File: src/rtl/pcs_pkg.sv
// Shared 10GBASE-R PCS definitions: scrambler polynomial taps, sync header
// codes and the block word-position encoding. Used by both the TX scrambler
// and the RX descrambler.
package pcs_pkg;

  // G(x) = 1 + x^39 + x^58, taps expressed as indices into a 58-bit history
  localparam int LFSR_WIDTH = 58;
  localparam int TAP_A      = 38;
  localparam int TAP_B      = 57;

  localparam logic [1:0] SYNC_DATA = 2'b01;
  localparam logic [1:0] SYNC_CTRL = 2'b10;

  typedef enum logic [0:0] {
    EXPECT_HDR = 1'b0,
    EXPECT_W1  = 1'b1
  } blk_pos_t;

  // Only 01 and 10 are legal sync headers; 00 and 11 indicate corruption
  function automatic logic is_valid_sync(input logic [1:0] hdr);
    return (hdr == SYNC_DATA) || (hdr == SYNC_CTRL);
  endfunction

endpackage

File: src/rtl/descrambler_lfsr_step.sv
// Combinational self-synchronizing descrambler step over one payload word.
// Bit 0 is processed first; the received (scrambled) bit is what enters the
// history, so any 58 consecutive correct input bits resynchronize the state.
module descrambler_lfsr_step
  import pcs_pkg::*;
#(
  parameter int DATA_WIDTH = 32
) (
  input  logic [LFSR_WIDTH-1:0] state,
  input  logic [DATA_WIDTH-1:0] data_in,
  output logic [LFSR_WIDTH-1:0] state_next,
  output logic [DATA_WIDTH-1:0] data_out
);

  logic [LFSR_WIDTH-1:0] s_work;

  // Unroll the serial descrambler across the word, bit 0 first
  always_comb begin
    s_work   = state;
    data_out = '0;
    for (int i = 0; i < DATA_WIDTH; i++) begin
      data_out[i] = data_in[i] ^ s_work[TAP_A] ^ s_work[TAP_B];
      s_work      = {s_work[LFSR_WIDTH-2:0], data_in[i]};
    end
    state_next = s_work;
  end

endmodule

File: src/rtl/descrambler.sv
// 10GBASE-R receive descrambler (inverse of 1 + x^39 + x^58).
// Takes two 32-bit payload words per 66-bit block, header on the first word,
// and produces descrambled payload one cycle later together with priming,
// header-error and word-sequencing flags.
// Build option: define DESCRAMBLER_ERR_CNT_EN to include a saturating 16-bit
// header error counter on o_hdr_err_cnt; otherwise that port is tied to zero.
//
// Word position FSM
//   state      | meaning
//   EXPECT_HDR | next accepted word should carry a sync header
//   EXPECT_W1  | header word seen, next accepted word is the second payload word
module descrambler
  import pcs_pkg::*;
#(
  parameter int DATA_WIDTH         = 32,  // only 32 supported (2 words per block)
  parameter int DESCRAMBLER_BYPASS = 0
) (
  input  logic                  i_clk,
  input  logic                  i_reset_n,
  input  logic                  i_block_lock,
  input  logic                  i_data_valid,
  input  logic [DATA_WIDTH-1:0] i_data,
  input  logic                  i_hdr_valid,
  input  logic [1:0]            i_hdr,
  output logic                  o_data_valid,
  output logic [DATA_WIDTH-1:0] o_data,
  output logic                  o_hdr_valid,
  output logic [1:0]            o_hdr,
  output logic                  o_primed,
  output logic                  o_hdr_err,
  output logic                  o_seq_err,
  output logic [15:0]           o_hdr_err_cnt
);

  localparam logic [0:0] ST_EXPECT_HDR = EXPECT_HDR;
  localparam logic [0:0] ST_EXPECT_W1  = EXPECT_W1;

  logic                  accept;
  logic [LFSR_WIDTH-1:0] lfsr;
  logic [LFSR_WIDTH-1:0] lfsr_next;
  logic [DATA_WIDTH-1:0] desc_data;
  logic [DATA_WIDTH-1:0] out_data;
  logic [1:0]            prime_cnt;
  logic [0:0]            pos;
  logic                  hdr_err_next;
  logic                  seq_err_next;

  // A word is only trusted while block lock is held
  assign accept = i_data_valid & i_block_lock;

  descrambler_lfsr_step #(
    .DATA_WIDTH (DATA_WIDTH)
  ) u_step (
    .state      (lfsr),
    .data_in    (i_data),
    .state_next (lfsr_next),
    .data_out   (desc_data)
  );

  // Bypass keeps the LFSR and all flags running; only the payload is untouched
  assign out_data = (DESCRAMBLER_BYPASS != 0) ? i_data : desc_data;

  // Header legality and position checks for the word being accepted
  always_comb begin
    hdr_err_next = 1'b0;
    seq_err_next = 1'b0;
    if (accept) begin
      hdr_err_next = i_hdr_valid & ~is_valid_sync(i_hdr);
      if (i_hdr_valid)
        seq_err_next = (pos == ST_EXPECT_W1);
      else
        seq_err_next = (pos == ST_EXPECT_HDR);
    end
  end

  // Registered output stage; data and header hold between valid words
  always_ff @(posedge i_clk) begin
    if (!i_reset_n) begin
      o_data_valid <= 1'b0;
      o_data       <= '0;
      o_hdr_valid  <= 1'b0;
      o_hdr        <= 2'b00;
      o_hdr_err    <= 1'b0;
      o_seq_err    <= 1'b0;
    end else begin
      o_data_valid <= accept;
      o_hdr_err    <= hdr_err_next;
      o_seq_err    <= seq_err_next;
      if (accept) begin
        o_data      <= out_data;
        o_hdr_valid <= i_hdr_valid;
        o_hdr       <= i_hdr;
      end
    end
  end

  // LFSR history advances on accepted words only; lock loss does not clear it
  always_ff @(posedge i_clk) begin
    if (!i_reset_n)
      lfsr <= '0;
    else if (accept)
      lfsr <= lfsr_next;
  end

  // Saturating count of accepted words since lock; two words fill the history
  always_ff @(posedge i_clk) begin
    if (!i_reset_n || !i_block_lock)
      prime_cnt <= 2'd0;
    else if (accept && prime_cnt != 2'd3)
      prime_cnt <= prime_cnt + 2'd1;
  end

  assign o_primed = prime_cnt[1];

  // Block word-position FSM; a header word always (re)starts a block
  always_ff @(posedge i_clk) begin
    if (!i_reset_n || !i_block_lock)
      pos <= ST_EXPECT_HDR;
    else if (accept) begin
      if (i_hdr_valid)
        pos <= ST_EXPECT_W1;
      else
        pos <= ST_EXPECT_HDR;
    end
  end

`ifdef DESCRAMBLER_ERR_CNT_EN
  logic [15:0] hdr_err_cnt;

  // Counts alongside the error pulse; survives lock loss, cleared by reset only
  always_ff @(posedge i_clk) begin
    if (!i_reset_n)
      hdr_err_cnt <= 16'h0;
    else if (hdr_err_next && hdr_err_cnt != 16'hFFFF)
      hdr_err_cnt <= hdr_err_cnt + 16'h1;
  end

  assign o_hdr_err_cnt = hdr_err_cnt;
`else
  assign o_hdr_err_cnt = 16'h0;
`endif

endmodule
File: config.mk
export PLATFORM = sky130hd
export DESIGN_NAME = descrambler
export DESIGN_NICKNAME = d
export VERILOG_FILES = /design/src/rtl/pcs_pkg.sv /design/src/rtl/descrambler_lfsr_step.sv /design/src/rtl/descrambler.sv
export SDC_FILE = /design/constraint.sdc
export NUM_CORES = 1
export LEC_CHECK = 0
export CORE_MARGIN = 4
export CORE_UTILIZATION = 50
export CTS_BUF_LIST = sky130_fd_sc_hd__clkbuf_4
export CTS_CLUSTER_DIAMETER = 150
export CTS_CLUSTER_SIZE = 10
export DETAILED_ROUTE_END_ITERATION = 16
export PLACE_DENSITY = 0.79
export SLEW_MARGIN = 25
export SYNTH_ARGS = -nofsm -noshare
export SYNTH_HDL_FRONTEND = slang
export SYNTH_SLANG_ARGS = --single-unit
File: constraint.sdc
create_clock -name i_clk -period 1.25 [get_ports i_clk]
set_input_delay 0.25 -clock i_clk [delete_from_list [all_inputs] [get_ports i_clk]]
set_output_delay 0.25 -clock i_clk [all_outputs]
set_load 0.05 [all_outputs]
======== After elaboration in Yosys (flattened, before gate mapping) ========
Cells that the tools add are included.
word-level totals
  bits of input ports ..................... 39
  register bits ........................... 99
cells by class
  equal/unequal tests ..................... 3
  multiplexer cells ....................... 2
  reductions and logical operators ........ 6
  add/sub/neg operators ................... 1
  bitwise operators ....................... 68
operators with widths
  cell                 number
  $xor 1x1->1          64
  $add 2x1->2 const B  1
  $and 1x1->1          2
  $eq 2x1->1 const B   1
  $eq 2x2->1 const B   1
  $logic_not 1->1      2
  $logic_or 1x1->1     2
  $mux 1               2
  $ne 2x2->1 const B   1
  $not 1->1            2
  $reduce_and 2->1     1
  $logic_and 1x1->1    1

======== Logic depth before layout (Yosys ltp) ========
  word-level depth ........................ 4
  mapped depth ............................ 6
  mapped depth without buffers ............ 4

======== Cells and area by module ========
From an unflattened synthesis, not the netlist that was laid out.
second synthesis, totals
  cell total of the unflattened synthesis .. 532
  area, all modules ....................... 5057.4 sq um
by module, submodules not included
  module                 area an instance (sq um)  instances  sequential area each (sq um)  cells each
  descrambler            3861.2                    1          1981.9                        442
  descrambler_lfsr_step  1196.1                    1          0.0                           90

======== Least setup slack after synthesis ========
No wires, ideal clock.
  path kind ............................... register to register
  from .................................... register prime_cnt[1]
  to ...................................... register prime_cnt[1]
  library setup time ...................... 0.116 ns
  path buffers ............................ 0
  stages on the path, launching flop included .. 5
  path slack .............................. -0.035 ns
  data required time ...................... 1.134 ns
  data arrival time ....................... 1.170 ns
  path through ............................ dfxtp_1 ha_1 nor2b_1 mux2i_1 nor2_1
on the way
  word-level cells in the longest chain between the ends .. 2
RTL lines
  item                                                 line                source
  start: declaration                                   descrambler.sv:43   logic [1:0] prime_cnt;
  start signal: assignment                             descrambler.sv:110  prime_cnt <= prime_cnt + 2'd1;
  branches (longest 2 deep; another with $add 2x1->2)  n/a
Several ways; the timed one is not identified.
A chain may end at the register's enable or synchronous reset.

======== Final worst setup path ========
  from .................................... register o_data[13]
  to ...................................... output port o_data[13]
RTL lines
  item                      line               source
  start: declaration        descrambler.sv:26  output logic [DATA_WIDTH-1:0] o_data,
  start signal: assignment  descrambler.sv:90  o_data <= out_data;
No word-level cell between the ends.

==> results.toml <==
[drt]
via_per_inst = 5.54
drt-total-wl_um = 11300
firstDrtPassIters = 5
wl_met2_um = 5770
routedLengthMet1_um = 4660
drc_errors = 0
num_vias = 3844
post_drt_wl_per_cell_um = 16.3
postRouteAntennaNets = 0
met3RoutedLength_um = 712
drtIter0Drc = 272
routed.top_layer = "met4"

[yosys]
synth_fa_ha_area_share_pct = 0.279
yosys_warnings = 0
synth_xor_area_share_pct = 6.84
synth-compound-area-share_pct = 15.6
syn-cell-area_um2 = 4480
ys_seq_area_share_pct = 44.2
synth_cell_type_count = 21
synth_top_family_by_area = "simple AND/OR/NAND/NOR gates"
synthMuxAreaShare_pct = 0.447
synthSimpleGateAreaFrac_pct = 24.7
synthCells = 517
ys_top_cells_by_area = "dfxtp_1, nand2_1, nand3_1"
synth_top_area_share_pct = 44.2
avgSynthCellArea_um2 = 8.67
ys_ff_latch = 99
yosys.area.top_type = "dfxtp_1"

[finish]
area_growth_pct = 34.8
multi_input_area_um2 = 2210
n_antenna_cell = 0
area.sequential_um2 = 2040
drive_above_1_share_pct = 19.8
post-route-util_pct = 69.3
stdcell_area_um2 = 6040
fin_nets = 621
fillers = 637

[worst_setup_path]
critPathLaunchType = "flop"
cp-end-kind = "primary output"
crit_chain = "buf_12"
slowest_delay_ns = 0.39
rr_startpoint = "prime_cnt[1]$_SDFFE_PP0P_"
crit_fanout = 2
worstSetupPathType = "flop to primary output"
startpoint = "o_data[13]$_SDFFE_PN0P_"
cp.arrival_ns = 0.99
required_ns = 1.00
crit_family = "flip-flops"
path_buf_inv = 1
cp_slowest_cell = "dfxtp_4"

[worst_hold_path]
holdCritPathClass = "input port to flop"
min_from = "i_reset_n"

[place]
gp_congestion = 0.828
dp_slack_ns = -0.409
dpl_cell_area_um2 = 5720
dp_hpwl_um = 8200
numPortBuffers = 77

[timing]
period_needed_ns = 1.24
slew_violations = 0
skew_ns = 0.0123
holdWs_ns = 0.172
setup_viol = 0
tns_ns = 0
fmax_mhz = 809
fin_crit_sh_pct = 98.9
worst_slack_ns = 0.0144
hold_viol = 0
grt_setup_unrepaired = "yes"

[clock_tree]
cts_tree = "yes"
cts-htree-levels = 3
ctsHoldBuffers = 0
clock-sinks = 99
cts.reportedPaths.clkPinSlew_ns = 0.15
clock-root-buffer = "clkbuf_4"
cts_buffers = 9
cts.path.max_buffers = 2
clk_latency_ns = 0.45

[die]
initial_core_util_pct = 51.4
fp.dieW_um = 103
core_um2 = 8720
die_y_um = 103
fp-row-count = 34
die-area_um2 = 10500
ios = 94

[power]
p_clk_share_pct = 32.4
power_density_nw_per_um2 = 1170
p_comb_share_pct = 19.0
p_sw_mw = 1.96
irDropWorstVdd_uv = 712
switching_share_pct = 27.7
power.leakage_nw = 2.30
internal_power_mw = 5.11
seq_power_share_pct = 48.7

[global_route]
first_global_vias = 3644
grt_use_total_pct = 21.8
grt_pass1_wl_um = 17800
overflow = 0
antenna_found_initial = 0
grt_max_degree = 44

[run]
cap_violations = 0

[status]
outcome = "complete, no violations"
-- synthesized netlist by cell type --
cell      number
o211ai_1      32
xnor2_1        3
a21boi_1      20
nand4b_1      32
conb_1         1
and3_1         2
buf_4         19
nor2b_1        1
buf_2         13
dfxtp_1       99
nand3_1       64
buf_6          6
nor2_1         3
ha_1           1
clkbuf_1      18
a21boi_0      41
and2_1         2
nand2_1      124
buf_1          2
xor2_1        32
mux2i_1        2
-- path summary, 6_finish.rpt --
path,end,cells past startpoint,slack (ns)
max,o_data[13],1,0.01
min,o_hdr_valid$_SDFFE_PN0P_,2,0.17
max reg2reg,prime_cnt[1]$_SDFFE_PP0P_,4,0.13
min reg2reg,lfsr[37]$_SDFFE_PN0P_,2,0.47
-- power groups by stage --
stage | Clock [mW] | Sequential [mW] | Combinational [mW]
floorplan | 0 | 3.67 | 0.553
global placement | 0 | 3.49 | 1.29
detailed placement | 0 | 3.50 | 1.31
CTS | 2.33 | 3.44 | 1.32
global route | 2.45 | 3.45 | 1.42
finish | 2.29 | 3.44 | 1.34
-- per-stage QoR --
stage | power (mW) | std cells
finish | 7.06 | 694
global route | 7.33 | 694
CTS | 7.09 | 689
detailed placement | 4.81 | 673
global placement | 4.78 | 673
floorplan | 4.22 | 532
-- timing repair --
action                                  CTS  global route
buffers inserted                          0             4
cloned                                    0             1
endpoints found under the setup margin   38            41
pin swaps                                 0             1
gates resized for setup                  38             6
-- layout make-up --
type	instances	area share, %
Sequential cell	99	33.8
Clock buffer	9	1.12
Multi-Input combinational cell	375	36.6
Clock inverter	7	2.32
Tap cell	108	2.24
Timing Repair Buffer	96	23.9
-- per-layer routing --
metal	up-vias	track usage (%)
li1	1881	-
met1	1816	28.0
met2	134	37.2
met3	13	4.80
met4	0	5.65
met5	-	0
-- registers in the layout (all words and copies together), names as in the netlist --
| register | cells |
|---|---|
| lfsr | 58 |
| o_data | 32 |
| o_data_valid | 1 |
| o_hdr | 2 |
| o_hdr_err | 1 |
| o_hdr_valid | 1 |
| o_seq_err | 1 |
| pos | 1 |
| prime_cnt | 2 |
-- cells in the final DEF, fill, tap and decap left out, drive strengths merged, types with 2 or more instances in the layout --
master,netlist,final
buf,40,58
xor2,32,32
conb,1,16
nor2,3,3
clkbuf,18,10
mux2i,2,2
nand3,64,64
nand4b,32,32
clkdlybuf4s50,0,36
and3,2,2
xnor2,3,3
o211ai,32,32
a21boi,61,61
and2,2,2
dfxtp,99,99
bufinv,0,4
nand2,124,124
clkinvlp,0,2
-- logic make-up after synthesis --
| kind of cell | after synthesis |
|---|---|
| xor gates and xnor gates | 35 |
| and+or+nand+nor | 228 |
| other | 1 |
| muxes | 2 |
| DFF | 99 |
| AOI/OAI and AO/OA | 93 |
| buffers and inverters | 58 |
| adders and majority gates | 1 |
Power figures use the tool's default switching activity.
